<file path="src/rtl/pong_motion_engine.sv">
// Game-state engine feeding the VGA renderer: debounced paddle buttons plus a
// frame-stepped ball with wall bounces, paddle hits and misses.
module pong_motion_engine #(
  parameter int DEBOUNCE_CYCLES = 1000000,
  parameter int BALL_SIZE       = 10,
  parameter int BALL_SPEED      = 2,
  parameter int LEFT_X          = 55,
  parameter int RIGHT_X         = 600,
  parameter int FIELD_TOP       = 0,
  parameter int FIELD_BOTTOM    = 480,
  parameter int SERVE_X         = 320,
  parameter int SERVE_Y         = 240,
  parameter int PADDLE_Y        = 100,
  parameter int PADDLE_H        = 100,
  parameter int PADDLE_W        = 10,
  parameter int PADDLE_STEP     = 10,
  parameter int PADDLE_MIN      = 60,
  parameter int PADDLE_MAX      = 300,
  parameter int MISS_FRAMES     = 60
) (
  input  logic       clock,
  input  logic       reset_n,
  input  logic       vsync,
  input  logic       inp1,
  input  logic       inp2,
  output logic [9:0] ball_x,
  output logic [9:0] ball_y,
  output logic [9:0] paddle_x,
  output logic [7:0] score,
  output logic       miss_pulse,
  output logic [1:0] game_state
);

  localparam int CNT_W = (DEBOUNCE_CYCLES > 1) ? $clog2(DEBOUNCE_CYCLES) : 1;
  localparam int MC_W  = (MISS_FRAMES > 1) ? $clog2(MISS_FRAMES) : 1;
  localparam logic [CNT_W-1:0] DEB_LAST  = CNT_W'(DEBOUNCE_CYCLES - 1);
  localparam logic [MC_W-1:0]  MISS_LAST = MC_W'(MISS_FRAMES - 1);

  localparam logic [10:0] SPD        = 11'(BALL_SPEED);
  localparam logic [10:0] BSZ        = 11'(BALL_SIZE);
  localparam logic [10:0] Y_BOT      = 11'(FIELD_BOTTOM - BALL_SIZE);
  localparam logic [10:0] Y_TOP      = 11'(FIELD_TOP);
  localparam logic [10:0] Y_TOP_LIM  = 11'(FIELD_TOP + BALL_SPEED);
  localparam logic [10:0] X_RIGHT    = 11'(RIGHT_X - BALL_SIZE);
  localparam logic [10:0] X_LEFT     = 11'(LEFT_X);
  localparam logic [10:0] X_LEFT_LIM = 11'(LEFT_X + BALL_SPEED);
  localparam logic [10:0] PAD_TOP    = 11'(PADDLE_Y);
  localparam logic [10:0] PAD_BOT    = 11'(PADDLE_Y + PADDLE_H);
  localparam logic [10:0] PAD_W      = 11'(PADDLE_W);
  localparam logic [10:0] P_STEP     = 11'(PADDLE_STEP);
  localparam logic [10:0] P_MIN      = 11'(PADDLE_MIN);
  localparam logic [10:0] P_MAX      = 11'(PADDLE_MAX);
  localparam logic [10:0] P_DN_LIM   = 11'(PADDLE_MIN + PADDLE_STEP);
  localparam logic [9:0]  SX         = 10'(SERVE_X);
  localparam logic [9:0]  SY         = 10'(SERVE_Y);

  typedef enum logic [1:0] {S_SERVE = 2'd0, S_PLAY = 2'd1, S_MISS = 2'd2} state_t;

  logic [2:0]       vs_q;
  logic [1:0]       b1_q, b2_q;
  logic [1:0]       lvl_q, lvl_prev_q;
  logic [CNT_W-1:0] cnt_q [2];
  logic [1:0]       btn_s, press;
  logic             frame_tick;

  state_t           state_q;
  logic [9:0]       ball_x_q, ball_y_q, paddle_q;
  logic             dx_q, dy_q;
  logic [7:0]       score_q;
  logic             miss_q;
  logic [MC_W-1:0]  mcnt_q;

  logic [9:0]       x_d, y_d, px_d;
  logic             dx_d, dy_d;
  logic [10:0]      bx, by, pad_edge, p_up;
  logic             hit, miss;

  assign btn_s      = {b2_q[1], b1_q[1]};
  assign press      = lvl_q & ~lvl_prev_q;
  // vs_q[2] is the previous synchronised vsync, so this fires once per falling edge
  assign frame_tick = vs_q[2] & ~vs_q[1];

  always_ff @(posedge clock or negedge reset_n) begin
    if (!reset_n) begin
      vs_q       <= 3'b111;
      b1_q       <= '0;
      b2_q       <= '0;
      lvl_q      <= '0;
      lvl_prev_q <= '0;
      cnt_q[0]   <= '0;
      cnt_q[1]   <= '0;
    end else begin
      vs_q       <= {vs_q[1:0], vsync};
      b1_q       <= {b1_q[0], inp1};
      b2_q       <= {b2_q[0], inp2};
      lvl_prev_q <= lvl_q;
      for (int i = 0; i < 2; i++) begin
        if (btn_s[i] != lvl_q[i]) begin
          if (cnt_q[i] == DEB_LAST) begin
            lvl_q[i] <= btn_s[i];
            cnt_q[i] <= '0;
          end else begin
            cnt_q[i] <= cnt_q[i] + CNT_W'(1);
          end
        end else begin
          cnt_q[i] <= '0;
        end
      end
    end
  end

  always_comb begin
    p_up = {1'b0, paddle_q} + P_STEP;
    px_d = paddle_q;
    if (press[0] && !press[1]) begin
      px_d = (p_up > P_MAX) ? 10'(P_MAX) : p_up[9:0];
    end else if (press[1] && !press[0]) begin
      px_d = ({1'b0, paddle_q} < P_DN_LIM) ? 10'(P_MIN) : 10'({1'b0, paddle_q} - P_STEP);
    end
  end

  // All ball tests run on pre-update position and pre-move paddle
  always_comb begin
    bx       = {1'b0, ball_x_q};
    by       = {1'b0, ball_y_q};
    pad_edge = {1'b0, paddle_q} + PAD_W;
    y_d      = ball_y_q;
    dy_d     = dy_q;
    if (dy_q) begin
      if (by + SPD >= Y_BOT) begin
        y_d  = 10'(Y_BOT);
        dy_d = 1'b0;
      end else begin
        y_d = 10'(by + SPD);
      end
    end else if (by < Y_TOP_LIM) begin
      y_d  = 10'(Y_TOP);
      dy_d = 1'b1;
    end else begin
      y_d = 10'(by - SPD);
    end

    hit  = !dx_q && (by + BSZ > PAD_TOP) && (by < PAD_BOT) &&
           (bx >= pad_edge) && (bx - SPD <= pad_edge);
    miss = !dx_q && !hit && (bx < X_LEFT_LIM);
    x_d  = ball_x_q;
    dx_d = dx_q;
    if (dx_q) begin
      if (bx + SPD >= X_RIGHT) begin
        x_d  = 10'(X_RIGHT);
        dx_d = 1'b0;
      end else begin
        x_d = 10'(bx + SPD);
      end
    end else if (hit) begin
      x_d  = 10'(pad_edge);
      dx_d = 1'b1;
    end else if (miss) begin
      x_d = 10'(X_LEFT);
    end else begin
      x_d = 10'(bx - SPD);
    end
  end

  always_ff @(posedge clock or negedge reset_n) begin
    if (!reset_n) begin
      state_q  <= S_SERVE;
      ball_x_q <= SX;
      ball_y_q <= SY;
      dx_q     <= 1'b0;
      dy_q     <= 1'b1;
      paddle_q <= 10'(P_MIN);
      score_q  <= '0;
      miss_q   <= 1'b0;
      mcnt_q   <= '0;
    end else begin
      miss_q   <= 1'b0;
      paddle_q <= px_d;
      case (state_q)
        S_SERVE: begin
          if (|press) begin
            state_q <= S_PLAY;
            dx_q    <= 1'b0;
            dy_q    <= 1'b1;
          end
        end
        S_PLAY: begin
          if (frame_tick) begin
            ball_x_q <= x_d;
            ball_y_q <= y_d;
            dx_q     <= dx_d;
            dy_q     <= dy_d;
            if (hit && score_q != 8'hFF) score_q <= score_q + 8'd1;
            if (miss) begin
              state_q <= S_MISS;
              miss_q  <= 1'b1;
              mcnt_q  <= '0;
            end
          end
        end
        S_MISS: begin
          if (frame_tick) begin
            if (mcnt_q == MISS_LAST) begin
              state_q  <= S_SERVE;
              ball_x_q <= SX;
              ball_y_q <= SY;
              mcnt_q   <= '0;
            end else begin
              mcnt_q <= mcnt_q + MC_W'(1);
            end
          end
        end
        default: state_q <= S_SERVE;
      endcase
    end
  end

  assign ball_x     = ball_x_q;
  assign ball_y     = ball_y_q;
  assign paddle_x   = paddle_q;
  assign score      = score_q;
  assign miss_pulse = miss_q;
  assign game_state = state_q;

endmodule

</file>
<file path="config.mk">
export PLATFORM = sky130hd
export DESIGN_NAME = pong_motion_engine
export DESIGN_NICKNAME = d
export VERILOG_FILES = /design/src/rtl/pong_motion_engine.sv
export SDC_FILE = /design/constraint.sdc
export NUM_CORES = 1
export LEC_CHECK = 0
export CAP_MARGIN = 40
export CORE_MARGIN = 2
export CORE_UTILIZATION = 40
export DETAILED_ROUTE_END_ITERATION = 16
export GPL_ROUTABILITY_DRIVEN = 0
export PLACE_DENSITY = 0.71
export SETUP_SLACK_MARGIN = 0.05
export SLEW_MARGIN = 0
export SYNTH_ARGS = -nofsm -noshare
export SYNTH_HDL_FRONTEND = slang
export SYNTH_SLANG_ARGS = --single-unit
export TNS_END_PERCENT = 100
</file>
<file path="constraint.sdc">
create_clock -name clock -period 3.9 [get_ports clock]
set_clock_uncertainty 0.2 [all_clocks]
set_input_delay 0.585 -clock clock [delete_from_list [all_inputs] [get_ports clock]]
set_output_delay 0.585 -clock clock [all_outputs]
set_load 0.01 [all_outputs]
</file>
==> summary.txt, run 1 <==
Die
  – DIE WIDTH: 133 um
  – Die Ht: 133 um
  – Die area: 0.0176 sq mm
  – Starting Density: 40.4%
  – Core box area: 0.0164 sq mm
  – Std-Cell Rows: 47
  – I/O pin count: 46

Clock network
  – Clock transition at path regs: 80 ps
  – Clock Latency Late Sink: 360 ps
  – Max Root-Sink Buffers: 2
  – CTS tree: done
  – H-tree levels: 3
  – Root Driver: clkbuf_16
  – Setup Buffers After CTS: 0
  – CTS Hold Bufs: 0
  – Total CTS buffers: 9
  – CTS Sinks: 98

Timing
  – Slew @ Worst Pin: 744 ps
  – Relative slew slack: 50.4%
  – RSZ-0062 raised after global routing: true
  – Final setup viols: 0
  – Min Tclk post-route: 3690 ps
  – Count of final hold-check violations: 0
  – Hold Slack: 80.7 ps
  – Fin. max-slew vios: 0
  – Max frequency: 271 MHz
  – Final period util: 94.6%
  – Final setup margin: 211 ps

Worst setup path
  – Crit path required time: 3950 ps
  – Reg2Reg Depth: 13
  – Setup CP Type: reg2reg
  – Crit path cell chain: ha_1 -> xor2_1 -> buf_4 -> ha_1 -> nor2_1 -> o21ai_0 -> a32oi_1 -> o211ai_1 -> a31oi_2 -> buf_4 -> nor4_1 -> a311o_1 -> a32o_1
  – RR Startpoint: paddle_x[2]
  – CP arrival: 3740 ps
  – FF-to-FF End: ball_x[3]
  – Worst path bufs/invs: 2
  – CP Capture Type: register
  – Crit start category: register
  – Register-to-Register Setup Slack: 210 ps
  – Critical path's top delay family: compound AO/OA/AOI/OAI gates
  – Slowest cell on crit path: dfstp_2
  – Crit path largest cell delay: 610 ps
  – Crit path max fanout: 8

Finish
  – Fillers: 1,554
  – Area Growth Syn to Fin: 17.9%
  – Post-route cell area: 0.00781 sq mm
  – Final cell count without fillers: 1,031
  – Fraction of layout cells with a size suffix above 1: 12.6%
  – NumNets Final: 837
  – Inserted Diodes: 0

Drt
  – ANT nets after route: 0
  – Drt total wl: 16,300 um
  – DRT iter0 DRCs: 533
  – Initial DRT Pass Iterations: 5
  – Wire per inst: 15.8 um
  – Via Count: 5,877
  – Vias per Instance: 5.70
  – Drt drc: 0

Power
  – Static Leak: 0.00320 uW
  – Max VDD drop: 0.181 mV
  – Power Density: 259 mW/mm^2
  – Total Power: 2020 uW

Logic synthesis
  – Synth cell types: 87
  – Sequential share of the synthesized area: 37.3%
  – Ys flop type: dfrtp_1
  – FFs w/ async S/R, synth: 100%
  – Synth warn: 0
  – Flops & latches, synth: 98
  – Syn Area/Cell: 8.81 sq um
  – Syn Std Cell Area: 0.00662 sq mm
  – Gate Count Post-Synth: 752
  – Post-synth EDFFs: 0

Min path
  – HP Class: in2async

GRT
  – Initial antenna violation count: 0
  – Total gr overflow: 0
  – Vias in the first global route: 5,541
  – GRT Total Usage: 19.1%
  – First-pass GRT wire length: 27,900 um
  – Largest net degree at the start of global routing: 60

Outcome
  – Status: finished clean

Place
  – Placed Cells: 1,015
  – Post-DP Area: 0.00746 sq mm
  – IO buf count: 43
  – Detail Placement HPWL: 11,500 um
  – Dpl ws: -45.3 ps

Job
  – Max Cap Viol: 0
metrics by stage:
stage / utilization [%] / setup TNS [ps]
after detailed placement: 45.4 / -45.3
after floorplan: - / -39.9
after global routing: 47.6 / 0
after global placement: 45.4 / 0
final: 47.6 / 0
after CTS: 47.4 / 0
placed cells by master (no fill, tap or decap), drive strengths merged, types with 8 or more instances in the layout:
| cell | instances |
|---|---|
| dfstp | 14 |
| a31oi | 9 |
| o21ai | 50 |
| nor3 | 25 |
| nor2b | 13 |
| xnor2 | 33 |
| o31ai | 10 |
| nand2 | 53 |
| clkbuf | 9 |
| ha | 26 |
| o21a | 8 |
| nand3 | 32 |
| nand4 | 14 |
| a22o | 8 |
| nor4 | 15 |
| nand2b | 12 |
| inv | 27 |
| dfrtp | 84 |
| a211oi | 8 |
| or3 | 11 |
| buf | 39 |
| a21oi | 35 |
| clkdlybuf4s50 | 42 |
| and3 | 21 |
| and2 | 8 |
| xor2 | 29 |
| nor2 | 75 |
layer usage:
metal,track usage (%),up-vias,wire (um)
li1,-,2848,-
met3,3.33,27,884
met5,0,-,0
met1,26.6,2818,7440
met2,30.1,184,7670
met4,6.51,0,312
registers in the layout (all words and copies together), names as in the netlist:
signal and cells:
game_state 2, mcnt_q 6, lvl_q 2, score 8, lvl_prev_q 2, miss_pulse 1, dx_q 1, ball_x 10
b1_q 2, ball_y 9, dy_q 1, paddle_x 9, cnt_q 40, vs_q 3, b2_q 2
logic make-up (layout without fill, tap and decap cells):
group	after synthesis	count (layout)	share of synthesized area (%)
AOI/OAI and AO/OA	192	192	19.9
xor gates and xnor gates	62	62	8.59
adders and majority gates	26	26	4.91
buffers and inverters	64	122	4.29
DFF	98	98	37.3
muxes	9	9	1.49
other	1	2	0.0566
and+or+nand+nor	300	300	23.5
worst reg2reg max path, stage by stage (launching register included):
cell and delay, ps:
dfstp_2 610, ha_1 270, xor2_1 260, buf_4 180, ha_1 220, nor2_1 220, o21ai_0 140, a32oi_1 220
o211ai_1 160, a31oi_2 280, buf_4 230, nor4_1 60, a311o_1 320, a32o_1 240
worst max-delay path by stage:
stage	cells after the start	end	slack, ps	from
global placement	14	ball_x[6]	100	ball_x[1]
finish	13	ball_x[3]	210	paddle_x[2]
detailed placement	14	ball_x[4]	-50	ball_x[1]
floorplan	16	ball_x[9]	-20	ball_x[1]
CTS	13	ball_x[3]	70	ball_x[1]
global route	13	ball_x[3]	40	ball_x[2]
cell type report:
type / count / area (sq um) / share of cell area (%)
timing repair buffer: 81 / 713 / 9.13
clock inverter: 7 / 87.6 / 1.12
sequential: 98 / 2470 / 31.6
tap: 220 / 275 / 3.53
clock buffer: 9 / 225 / 2.88
multi-input combinational: 591 / 3940 / 50.5
inverter: 25 / 96.3 / 1.23
power by group:
part / switching [uW] / internal (uW) / total, uW
clock network: 437 / 511 / 948
registers: 6.36 / 1030 / 1030
logic: 32.7 / 10.8 / 43.4
cell usage after synthesis, types with 4 or more instances:
cell | instances | area [sq um]
or2_2 | 4 | 25.0
nand2_1 | 53 | 199
nand2b_1 | 12 | 75.1
xnor2_1 | 32 | 280
a31oi_1 | 9 | 56.3
a22o_1 | 8 | 70.1
nand4_1 | 14 | 87.6
or3_1 | 11 | 68.8
mux2i_1 | 5 | 50.1
nand3_1 | 32 | 160
buf_2 | 5 | 25.0
dfstp_2 | 14 | 368
nor2b_1 | 13 | 81.3
o211ai_1 | 6 | 45.0
a21oi_1 | 34 | 170
a211oi_1 | 8 | 60.1
and3_1 | 21 | 131
nor3b_1 | 5 | 37.5
o31ai_1 | 10 | 75.1
a21o_1 | 6 | 45.0
a21boi_0 | 6 | 45.0
o21ai_0 | 47 | 235
o21a_1 | 8 | 60.1
buf_6 | 4 | 45.0
nor3_1 | 23 | 115
nor2_1 | 74 | 278
and2_1 | 7 | 43.8
nor4_1 | 14 | 87.6
xor2_1 | 28 | 245
clkbuf_1 | 25 | 93.8
ha_1 | 26 | 325
inv_1 | 24 | 90.1
o2bb2ai_1 | 4 | 35.0
dfrtp_1 | 84 | 2100
repair_timing:
| item | in CTS | in global routing |
|---|---|---|
| endpoints found under the setup margin | 3 | 25 |
| resized for setup | 1 | 9 |
| pin swaps | 0 | 2 |
| gates cloned | 0 | 0 |
Power figures use the tool's default switching activity.
==> inputs of run 2 (changes only) <==
CORE_UTILIZATION = 55   (was 40)
PLACE_DENSITY = 0.86   (was 0.71)
clock period = 3.5 ns   (was 3.9 ns; I/O delays follow)
==> run 2 against run 1 <==
  * The flow now finishes with violations (setup timing)
  * Non-clock buffer count grew 26
  * Clock-buffer cell count grew 1
  * Final area grew 2.3%
  * Clock power grew 8%
  * Core utilization grew 20 points
  * First-iteration DRC count grew 0.38%
  * Sequential power grew 12%
  * Critical endpoint unchanged
  * Largest cell class unchanged
==> summary.txt, run 2 (synthesis results as in run 1) <==
Place
  – IO buf count: 43 (unchanged)
  – Detail Placement HPWL: 12,100 um (+5.4%)

Drt
  – Initial DRT Pass Iterations: 6 (+1)
  – Via Count: 6,305 (+7.3%)
  – Wire per inst: 17.8 um (+13%)
  – Drt total wl: 17,500 um (+7.4%)
  – Drt drc: 0 (unchanged)
  – DRT iter0 DRCs: 535 (+0.38%)
  – Vias per Instance: 6.41 (+12%)
  – ANT nets after route: 0 (unchanged)

Worst setup path
  – Setup CP Type: reg2reg
  – RR Startpoint: ball_x[2]
  – FF-to-FF End: ball_x[3]
  – CP Capture Type: register
  – Crit path max fanout: 4 (-4)
  – Reg2Reg Depth: 13 (unchanged)
  – CP arrival: 3750 ps (about the same)
  – Crit start category: register
  – Crit path required time: 3540 ps (-410 ps)
  – Register-to-Register Setup Slack: -220 ps (-430 ps)

GRT
  – Initial antenna violation count: 0 (unchanged)
  – Largest net degree at the start of global routing: 54 (-10%)
  – M2 GR Usage: 43.9% (+14 points)
  – Vias in the first global route: 6,025 (+8.7%)
  – GR met1 Demand/Resource: 36.1% (+9.5 points)
  – Met3 usage: 4.20% (+0.86 points)
  – GRT Total Usage: 27.1% (+8.0 points)
  – Grt peak-use layer: met2
  – First-pass GRT wire length: 28,600 um (+2.4%)
  – Total gr overflow: 0 (unchanged)

Finish
  – Commonest cells after routing, fill and taps aside: dfrtp_1, nor2_1, buf_4, nand2_1, o21ai_0
  – Commonest non-fill, non-tap cell in the layout: dfrtp_1
  – Area Growth Syn to Fin: 20.6%
  – Inserted Diodes: 0 (unchanged)
  – Fraction of layout cells with a size suffix above 1: 16.6% (+4.0 points)
  – NumNets Final: 863 (+3.1%)
  – Max reg flops: 40 (unchanged)
  – Biggest register: cnt_q

Outcome
  – Status: finished, violations left
  – Failing checks: setup timing

Timing
  – Min Tclk post-route: 3720 ps (+29.6 ps)
  – RSZ-0062 raised after global routing: true
  – Final setup viols: 26 (+26)
  – Max frequency: 269 MHz (-0.80%)
  – Final period util: 106% (+12 points)
  – Final setup margin: -218 ps (-430 ps)
  – Relative slew slack: 55.2% (+4.8 points)
  – Slew @ Worst Pin: 672 ps (-71.9 ps)
  – Fin. max-slew vios: 0 (unchanged)
  – Count of final hold-check violations: 0 (unchanged)
  – Hold Slack: 5.85 ps (-74.8 ps)

Die
  – Die area: 0.0129 sq mm (-27%)
  – Std-Cell Rows: 40 (-15%)
  – Starting Density: 55.8% (+15 points)
  – DIE WIDTH: 114 um (-14%)
  – Core box area: 0.0119 sq mm (-28%)
  – Die Ht: 114 um (-14%)
  – I/O pin count: 46 (unchanged)

Clock network
  – Total CTS buffers: 9 (unchanged)
  – Max Root-Sink Buffers: 2 (unchanged)
  – Clock Latency Late Sink: 350 ps (about the same)
  – H-tree levels: 3 (unchanged)
  – CTS Hold Bufs: 0 (unchanged)
  – Root Driver: clkbuf_16
  – CTS tree: done
  – Clock transition at path regs: 70 ps (about the same)
  – CTS Sinks: 98 (unchanged)

Power
  – Total Power: 2220 uW (+9.5%)
  – Max VDD drop: 0.260 mV (+43%)
  – Power Density: 277 mW/mm^2 (+7.0%)
  – Static Leak: 0.00334 uW (+4.4%)

Job
  – Max Cap Viol: 0 (unchanged)

Min path
  – HP Class: in2async
==> run 2: how the worst max path moves through the flow <==
stage / start / to / slack, ps / cells after the start
after floorplan: ball_x[1] / ball_x[9] / -420 / 16
after global placement: ball_x[2] / ball_x[3] / -220 / 13
after detailed placement: ball_x[2] / ball_x[3] / -400 / 13
after CTS: ball_x[1] / ball_x[3] / -190 / 13
after global routing: ball_x[1] / ball_x[3] / -290 / 13
final: ball_x[2] / ball_x[3] / -220 / 13
==> run 2: timing repair <==
item                       CTS  global route
buffers inserted             0             0
pin swaps                    9             7
setup endpoints to repair   28            31
resized for setup           15            12
==> run 2: area by class of cell <==
class / instances / area, sq um
Fill cell: 890 / 3870
Inverter: 25 / 96.3
Timing Repair Buffer: 107 / 920
Multi-Input combinational cell: 591 / 4010
Clock inverter: 6 / 66.3
Clock buffer: 10 / 239
Sequential cell: 98 / 2470
Tap cell: 147 / 184
==> run 2: routing by layer <==
| layer | up-vias | wire length, um |
|---|---|---|
| li1 | 2900 | - |
| met1 | 3014 | 7270 |
| met2 | 324 | 8410 |
| met3 | 67 | 1250 |
| met4 | 0 | 589 |
| met5 | - | 0 |
==> run 2: critical path, cell delays in order, from the launching register on <==
cell	delay [ps]
dfrtp_1	390
inv_2	80
ha_4	130
or4b_4	480
nor4_4	170
xor2_1	100
ha_1	320
nand3_2	110
nor3b_2	210
a31oi_2	140
or3_4	390
or3_4	350
a311o_1	290
a32o_1	250
==> run 2: where the power goes <==
| part | leakage, uW | internal (uW) | switching, uW |
|---|---|---|---|
| logic | 0.00188 | 12.1 | 37.1 |
| registers | 0.00130 | 1140 | 7.41 |
| clock network | 0.000152 | 575 | 441 |
| total | 0.00334 | 1730 | 485 |
==> run 2: through the flow <==
| step | cell area (sq um) | instances | setup WS (ps) | util (%) | setup TNS [ps] |
|---|---|---|---|---|---|
| detailed placement | 7570 | 968 | -396 | 63.8 | -7790 |
| finish | 7990 | 984 | -218 | 67.3 | -3030 |
| floorplan | 6670 | 753 | -423 | - | -5590 |
| global placement | 7570 | 968 | -223 | 63.8 | -3570 |
| global route | 7990 | 984 | -286 | 67.3 | -6080 |
| CTS | 7930 | 984 | -190 | 66.9 | -3030 |
